File: src/rtl/alif_param_serializer_if.sv
// -----------------------------------------------------------------------------
// alif_param_serializer_if
//   Bundles the host-side request signals and the neuron-side serial pins of
//   the ALIF parameter serializer.
//
//   Signals
//     start            host -> ser   request to send one frame
//     params           host -> ser   parallel parameter set, word k at
//                                    params[k*PARAM_W +: PARAM_W]
//     params_ready_in  neuron -> ser acknowledgement (neuron params_ready)
//     load_mode        ser -> neuron serial load enable
//     serial_data      ser -> neuron serial data bit
//     busy             ser -> host   serializer not idle
//     done             ser -> host   one-cycle end-of-frame pulse
//     timeout_err      ser -> host   sticky "no acknowledgement" flag
//
//   Modports
//     slave  : the serializer itself
//     master : the host / harness driving it
// -----------------------------------------------------------------------------
interface alif_param_serializer_if #(
    parameter int NUM_PARAMS = 4,
    parameter int PARAM_W    = 8
);
    logic                          start;
    logic [NUM_PARAMS*PARAM_W-1:0] params;
    logic                          params_ready_in;
    logic                          load_mode;
    logic                          serial_data;
    logic                          busy;
    logic                          done;
    logic                          timeout_err;

    modport slave (
        input  start, params, params_ready_in,
        output load_mode, serial_data, busy, done, timeout_err
    );

    modport master (
        output start, params, params_ready_in,
        input  load_mode, serial_data, busy, done, timeout_err
    );
endinterface

File: src/rtl/alif_param_serializer.sv
// -----------------------------------------------------------------------------
// alif_param_serializer
//   Configuration-side partner of the ALIF neuron serial parameter loader.
//   A parallel parameter set is captured on start, then shifted out one bit
//   per clock on serial_data while load_mode is high (word 0 first, each word
//   MSB first). Afterwards the block waits up to TIMEOUT cycles for the
//   neuron's params_ready acknowledgement and ends the frame with a one-cycle
//   done pulse; a missing acknowledgement raises the sticky timeout_err.
//
//   Ports
//     clk    in  system clock, rising edge
//     rst_n  in  asynchronous active-low reset
//     bus    alif_param_serializer_if.slave (start, params, params_ready_in,
//            load_mode, serial_data, busy, done, timeout_err)
//
//   Build option
//     ALIF_SER_PARITY_EN : when defined, an even-parity bit (XOR of the word)
//                          follows every PARAM_W-bit word inside the frame.
// -----------------------------------------------------------------------------
module alif_param_serializer #(
    parameter int NUM_PARAMS = 4,
    parameter int PARAM_W    = 8,
    parameter int TIMEOUT    = 16
) (
    input  logic                          clk,
    input  logic                          rst_n,
    alif_param_serializer_if.slave        bus
);

`ifdef ALIF_SER_PARITY_EN
    localparam int PAR_BITS = 1;
`else
    localparam int PAR_BITS = 0;
`endif
    localparam int SLOT_W     = PARAM_W + PAR_BITS;
    localparam int FRAME_BITS = NUM_PARAMS * SLOT_W;
    localparam int CNT_W      = $clog2(FRAME_BITS + 1);
    localparam int WAIT_W     = $clog2(TIMEOUT + 1);

    localparam logic [CNT_W-1:0]  BIT_LAST_IDX = CNT_W'(FRAME_BITS - 1);
    localparam logic [WAIT_W-1:0] WAIT_LAST    = WAIT_W'(TIMEOUT - 1);

    typedef enum logic [1:0] {
        S_IDLE  = 2'd0,
        S_SHIFT = 2'd1,
        S_WAIT  = 2'd2,
        S_DONE  = 2'd3
    } state_e;

    state_e                state_q, state_d;
    logic [FRAME_BITS-1:0] frame;
    logic [FRAME_BITS-1:0] shreg_q, shreg_d;
    logic [CNT_W-1:0]      bit_cnt_q, bit_cnt_d;
    logic [WAIT_W-1:0]     wait_cnt_q, wait_cnt_d;
    logic                  load_mode_q, load_mode_d;
    logic                  serial_data_q, serial_data_d;
    logic                  timeout_err_q, timeout_err_d;
    logic                  busy, done;

    // Lay out the frame so its MSB is the first bit on the wire: word 0 in
    // the top slot, each slot holding the word MSB first (then parity).
    always_comb begin
        frame = '0;
        for (int k = 0; k < NUM_PARAMS; k++) begin
`ifdef ALIF_SER_PARITY_EN
            frame[FRAME_BITS-1-k*SLOT_W -: SLOT_W] =
                {bus.params[k*PARAM_W +: PARAM_W], ^bus.params[k*PARAM_W +: PARAM_W]};
`else
            frame[FRAME_BITS-1-k*SLOT_W -: SLOT_W] = bus.params[k*PARAM_W +: PARAM_W];
`endif
        end
    end

    // ---------------------------------------------------------------- state reg
    always_ff @(posedge clk or negedge rst_n) begin
        if (!rst_n) begin
            state_q       <= S_IDLE;
            shreg_q       <= '0;
            bit_cnt_q     <= '0;
            wait_cnt_q    <= '0;
            load_mode_q   <= 1'b0;
            serial_data_q <= 1'b0;
            timeout_err_q <= 1'b0;
        end else begin
            state_q       <= state_d;
            shreg_q       <= shreg_d;
            bit_cnt_q     <= bit_cnt_d;
            wait_cnt_q    <= wait_cnt_d;
            load_mode_q   <= load_mode_d;
            serial_data_q <= serial_data_d;
            timeout_err_q <= timeout_err_d;
        end
    end

    // --------------------------------------------------------------- next state
    always_comb begin
        state_d = state_q;
        case (state_q)
            S_IDLE:  if (bus.start) state_d = S_SHIFT;
            S_SHIFT: if (bit_cnt_q == '0) state_d = S_WAIT;
            // Acknowledge is checked before the timeout so a ready arriving on
            // the final wait cycle still counts as success.
            S_WAIT:  if (bus.params_ready_in || wait_cnt_q == WAIT_LAST) state_d = S_DONE;
            S_DONE:  state_d = S_IDLE;
            default: state_d = S_IDLE;
        endcase
    end

    // ------------------------------------------------------- outputs / datapath
    // load_mode/serial_data are computed one cycle ahead and registered, so the
    // neuron pins never see a combinational path from the host inputs.
    always_comb begin
        shreg_d       = shreg_q;
        bit_cnt_d     = bit_cnt_q;
        wait_cnt_d    = wait_cnt_q;
        load_mode_d   = 1'b0;
        serial_data_d = 1'b0;
        timeout_err_d = timeout_err_q;
        busy          = (state_q != S_IDLE);
        done          = (state_q == S_DONE);

        case (state_q)
            S_IDLE: begin
                if (bus.start) begin
                    // First bit goes out on the accepting edge; the register
                    // keeps the remainder, already shifted.
                    load_mode_d   = 1'b1;
                    serial_data_d = frame[FRAME_BITS-1];
                    shreg_d       = frame << 1;
                    bit_cnt_d     = BIT_LAST_IDX;
                    wait_cnt_d    = '0;
                    timeout_err_d = 1'b0;
                end
            end
            S_SHIFT: begin
                // bit_cnt_q counts bits still to be placed after the one now
                // on the pins; zero means the current bit is the last.
                if (bit_cnt_q != '0) begin
                    load_mode_d   = 1'b1;
                    serial_data_d = shreg_q[FRAME_BITS-1];
                    shreg_d       = shreg_q << 1;
                    bit_cnt_d     = bit_cnt_q - 1'b1;
                end else begin
                    wait_cnt_d    = '0;
                end
            end
            S_WAIT: begin
                if (!bus.params_ready_in) begin
                    wait_cnt_d = wait_cnt_q + 1'b1;
                    if (wait_cnt_q == WAIT_LAST) timeout_err_d = 1'b1;
                end
            end
            S_DONE: begin
                wait_cnt_d = '0;
            end
            default: ;
        endcase
    end

    assign bus.load_mode   = load_mode_q;
    assign bus.serial_data = serial_data_q;
    assign bus.busy        = busy;
    assign bus.done        = done;
    assign bus.timeout_err = timeout_err_q;

endmodule
File: src/flat_wrapper.sv
// flat-port wrapper written by rule: the top's interface ports become plain ports
module alif_param_serializer_flat 
#(
    parameter int NUM_PARAMS = 4,
    parameter int PARAM_W    = 8,
    parameter int TIMEOUT    = 16
)
  (clk, rst_n, bus_start, bus_params, bus_params_ready_in, bus_load_mode, bus_serial_data, bus_busy, bus_done, bus_timeout_err);
  alif_param_serializer_if #(.NUM_PARAMS(NUM_PARAMS), .PARAM_W(PARAM_W)) bus_i ();
  input  logic clk;
  input  logic rst_n;
  input wire logic [$bits(bus_i.start)-1:0] bus_start;
  input wire logic [$bits(bus_i.params)-1:0] bus_params;
  input wire logic [$bits(bus_i.params_ready_in)-1:0] bus_params_ready_in;
  output wire logic [$bits(bus_i.load_mode)-1:0] bus_load_mode;
  output wire logic [$bits(bus_i.serial_data)-1:0] bus_serial_data;
  output wire logic [$bits(bus_i.busy)-1:0] bus_busy;
  output wire logic [$bits(bus_i.done)-1:0] bus_done;
  output wire logic [$bits(bus_i.timeout_err)-1:0] bus_timeout_err;
  assign bus_i.start = bus_start;
  assign bus_i.params = bus_params;
  assign bus_i.params_ready_in = bus_params_ready_in;
  assign bus_load_mode = bus_i.load_mode;
  assign bus_serial_data = bus_i.serial_data;
  assign bus_busy = bus_i.busy;
  assign bus_done = bus_i.done;
  assign bus_timeout_err = bus_i.timeout_err;
  alif_param_serializer #(.NUM_PARAMS(NUM_PARAMS), .PARAM_W(PARAM_W), .TIMEOUT(TIMEOUT)) u_core (.clk(clk), .rst_n(rst_n), .bus(bus_i));
endmodule
File: config.mk
export PLATFORM = sky130hd
export DESIGN_NAME = alif_param_serializer_flat
export DESIGN_NICKNAME = d
export VERILOG_FILES = /design/src/rtl/alif_param_serializer_if.sv /design/src/rtl/alif_param_serializer.sv /design/src/flat_wrapper.sv
export SDC_FILE = /design/constraint.sdc
export NUM_CORES = 1
export LEC_CHECK = 0
export CORE_MARGIN = 2
export CORE_UTILIZATION = 40
export CTS_BUF_LIST = sky130_fd_sc_hd__clkbuf_16
export CTS_CLUSTER_DIAMETER = 120
export DETAILED_ROUTE_END_ITERATION = 16
export GPL_ROUTABILITY_DRIVEN = 0
export SYNTH_ARGS = -nofsm -noshare
export SYNTH_HDL_FRONTEND = slang
export SYNTH_SLANG_ARGS = --single-unit
File: constraint.sdc
create_clock -name clk -period 2.5 [get_ports clk]
set_input_delay 0.5 -clock clk [delete_from_list [all_inputs] [get_ports clk]]
set_output_delay 0.5 -clock clk [all_outputs]
set_load 0.02 [all_outputs]
==> impl_metrics.py <==
metrics = {
    "status": {
        "status": "complete, no violations",
    },
    "synth": {
        "ys_seq_elements": 47,
        "synth_edf_count": 0,
        "synth.cell_area_um2": 2430,
        "synth_top_area_share_pct": 48.5,
        "yosys-top-cells-area": "dfrtp_1 (48%), o22ai_1 (15%), a21oi_1 (7.6%)",
        "synth_nets": 295,
        "post-synth-top-area-cell": "dfrtp_1",
        "avgSynthCellArea_um2": 9.67,
        "synthCells": 251,
        "async_reset_ff_share_pct": 100,
        "seq_area_frac_synth_pct": 48.5,
        "yosys_warnings": 0,
        "synth_ff_type": "dfrtp_1",
        "ys_types": 41,
    },
    "timing": {
        "fin_crit_ns": 2.33,
        "hold_violations": 0,
        "slew-limit-headroom_pct": 60.5,
        "drv_slew": 0,
        "clock_skew_ns": 0.00590,
        "fin_setup_tns_ns": 0,
        "clock.fmax_ghz": 0.429,
        "setup_viol": 0,
        "hold_slack_ns": 0.204,
        "tightest_slew_ns": 0.586,
        "finalCritPeriodShare_pct": 93.3,
        "layout_setup_ws_ns": 0.166,
        "rsz0062_at_grt": "false",
    },
    "grt": {
        "grt_remaining_overflow": 0,
        "grt_pass1_wl_um": 9680,
        "track_usage_pct": 18.5,
        "antenna_found_initial": 0,
        "first_global_vias": 2120,
        "grt_max_degree": 32,
    },
    "floorplan": {
        "rows": 28,
        "core-area_um2": 5890,
        "die_y_um": 81.9,
        "ios": 41,
        "start_util_pct": 41.2,
        "die-width_um": 81.9,
        "dieArea_um2": 6710,
    },
    "layout": {
        "final_cell_mix": "o22ai_1 (58), dfrtp_1 (47), clkdlybuf4s50_1 (39)",
        "final_common_cell": "o22ai_1",
        "diodes": 0,
        "final_nets": 330,
        "area_growth_syn_to_layout_pct": 24.7,
        "final_layout_size_suffix_gt1_share_pct": 7.67,
        "utilization_pct": 51.4,
    },
    "pwr": {
        "powerDensity_nw_per_um2": 1250,
        "max-vdd-ir-drop_mv": 0.761,
        "power_frac_seq_pct": 36.0,
        "p_switching_uw": 1560,
        "clock_power_share_pct": 17.2,
        "swShare_pct": 41.3,
        "internal_power_uw": 2210,
        "p_leak_uw": 0.00117,
        "pwr-share-comb_pct": 46.8,
    },
    "drt": {
        "wl_per_cell_um": 16.1,
        "dr.pass1.iters": 4,
        "vias_per_cell": 5.86,
        "drc_errors": 0,
        "vias": 2121,
        "ant_nets": 0,
        "postRouteWirelength_um": 5820,
        "drt_iter0_markers": 171,
    },
    "cts": {
        "numCtsBuffers": 5,
        "root_buffer": "clkbuf_16",
        "cts_buffer_depth": 2,
        "post_cts_resized": 0,
        "cts_sinks": 47,
        "hold_buffers": 0,
        "cts.htree.levels": 2,
        "cts_tree": "done",
        "cts.clk_slew.worst_paths_ns": 0.06,
        "post_cts_buffers": 0,
        "clk_latency_ns": 0.29,
    },
    "placement": {
        "pre_cts_ws_ns": 0.216,
        "port_buffers": 40,
        "hpwl_um": 3910,
    },
    "setup_path": {
        "crit_fanout": 10,
        "start_kind": "register",
        "cp.required_ns": 2.00,
        "critical_path_class": "register to output pin",
        "arrival_ns": 1.83,
        "cp-end-kind": "output pin",
    },
    "flow_run": {
        "cap_violations": 0,
    },
    "min_path": {
        "hp-class": "input port to asynchronous set/reset pin",
    },
}
metal layers:
layer  global-route usage [%]  part of all wire (%)  vias up
met2                     31.1                    49       43
met4                     6.00                   1.5        0
met5                        0                     0        -
met3                     3.52                   4.0        8
li1                         -                     -     1048
met1                     24.1                    45     1022
stage by stage:
| step | power, µW | instance area [µm²] | cells |
|---|---|---|---|
| after floorplan | 2690 | 2430 | 251 |
| after global placement | 3110 | 2880 | 354 |
| after detailed placement | 3130 | 2880 | 354 |
| after CTS | 3800 | 3030 | 362 |
| after global routing | 4090 | 3030 | 362 |
| final | 3770 | 3030 | 362 |
power by group through the flow:
stage          Clock (µW)  Sequential, µW  Combinational [µW]
2_1_floorplan           0            1320                1380
4_1_cts               675            1350                1770
5_1_grt               704            1400                1980
3_3_place_gp            0            1360                1740
3_5_place_dp            0            1370                1760
6_report              649            1360                1770
layout make-up:
class / count / area (µm²)
clock buffer: 5 / 125
clock inverter: 3 / 20.0
fill: 565 / 2860
inverter: 11 / 41.3
multi-input combinational: 175 / 1120
sequential: 47 / 1180
tap: 75 / 93.8
timing repair buffer: 46 / 453
synth_stat cells (2+ instances only):
cell type and instances:
o2bb2ai_1 4, nor2b_1 4, nand2b_1 2, clkbuf_1 9, a22o_1 2, buf_2 4
nand2_1 11, dfrtp_1 47, nor3_1 6, ha_1 8, o21ai_2 2, o32a_1 2
and3_1 2, nor2_1 4, nand3_1 3, o21ai_0 8, inv_1 10, a31oi_1 4
buf_4 3, o22ai_1 58, o41ai_1 2, a21oi_1 37
worst paths after layout:
path | start | endpoint | slack (ns) | cells past startpoint
worst min register to register | u_core.wait_cnt_q[4] | u_core.wait_cnt_q[4] | 0.49 | 1
max in group asynchronous | rst_n | u_core.bit_cnt_q[1] | 1.76 | 2
worst min-delay path | rst_n | u_core.shreg_q[25] | 0.20 | 1
min in group clk | u_core.wait_cnt_q[4] | u_core.wait_cnt_q[4] | 0.49 | 1
worst max-delay path | u_core.state_q[0] | bus_busy | 0.17 | 4
worst max register to register | u_core.state_q[1] | u_core.state_q[1] | 0.31 | 6
state kept, by name (all words and copies together), names as in the netlist:
signal                  flops
u_core.state_q              2
u_core.wait_cnt_q           5
u_core.bus.serial_data      1
u_core.bus.timeout_err      1
u_core.shreg_q             31
u_core.bit_cnt_q            6
u_core.bus.load_mode        1
worst max-delay path: stages, from the launching register on:
cell and delay, ns:
dfrtp_1 0.41, inv_1 0.09, ha_1 0.37, inv_1 0.12, clkdlybuf4s50_1 0.55
cell families (layout without fill, tap and decap cells):
kind of cell / count (synthesis) / in the layout / share of synthesized area (%)
compound gates: 127 / 127 / 32.5
flops: 47 / 47 / 48.5
simple gates: 38 / 38 / 8.40
buf+inv: 29 / 65 / 5.46
fa+ha+maj: 8 / 8 / 4.12
mux: 2 / 2 / 1.08
(Power assumes the default switching activity.)
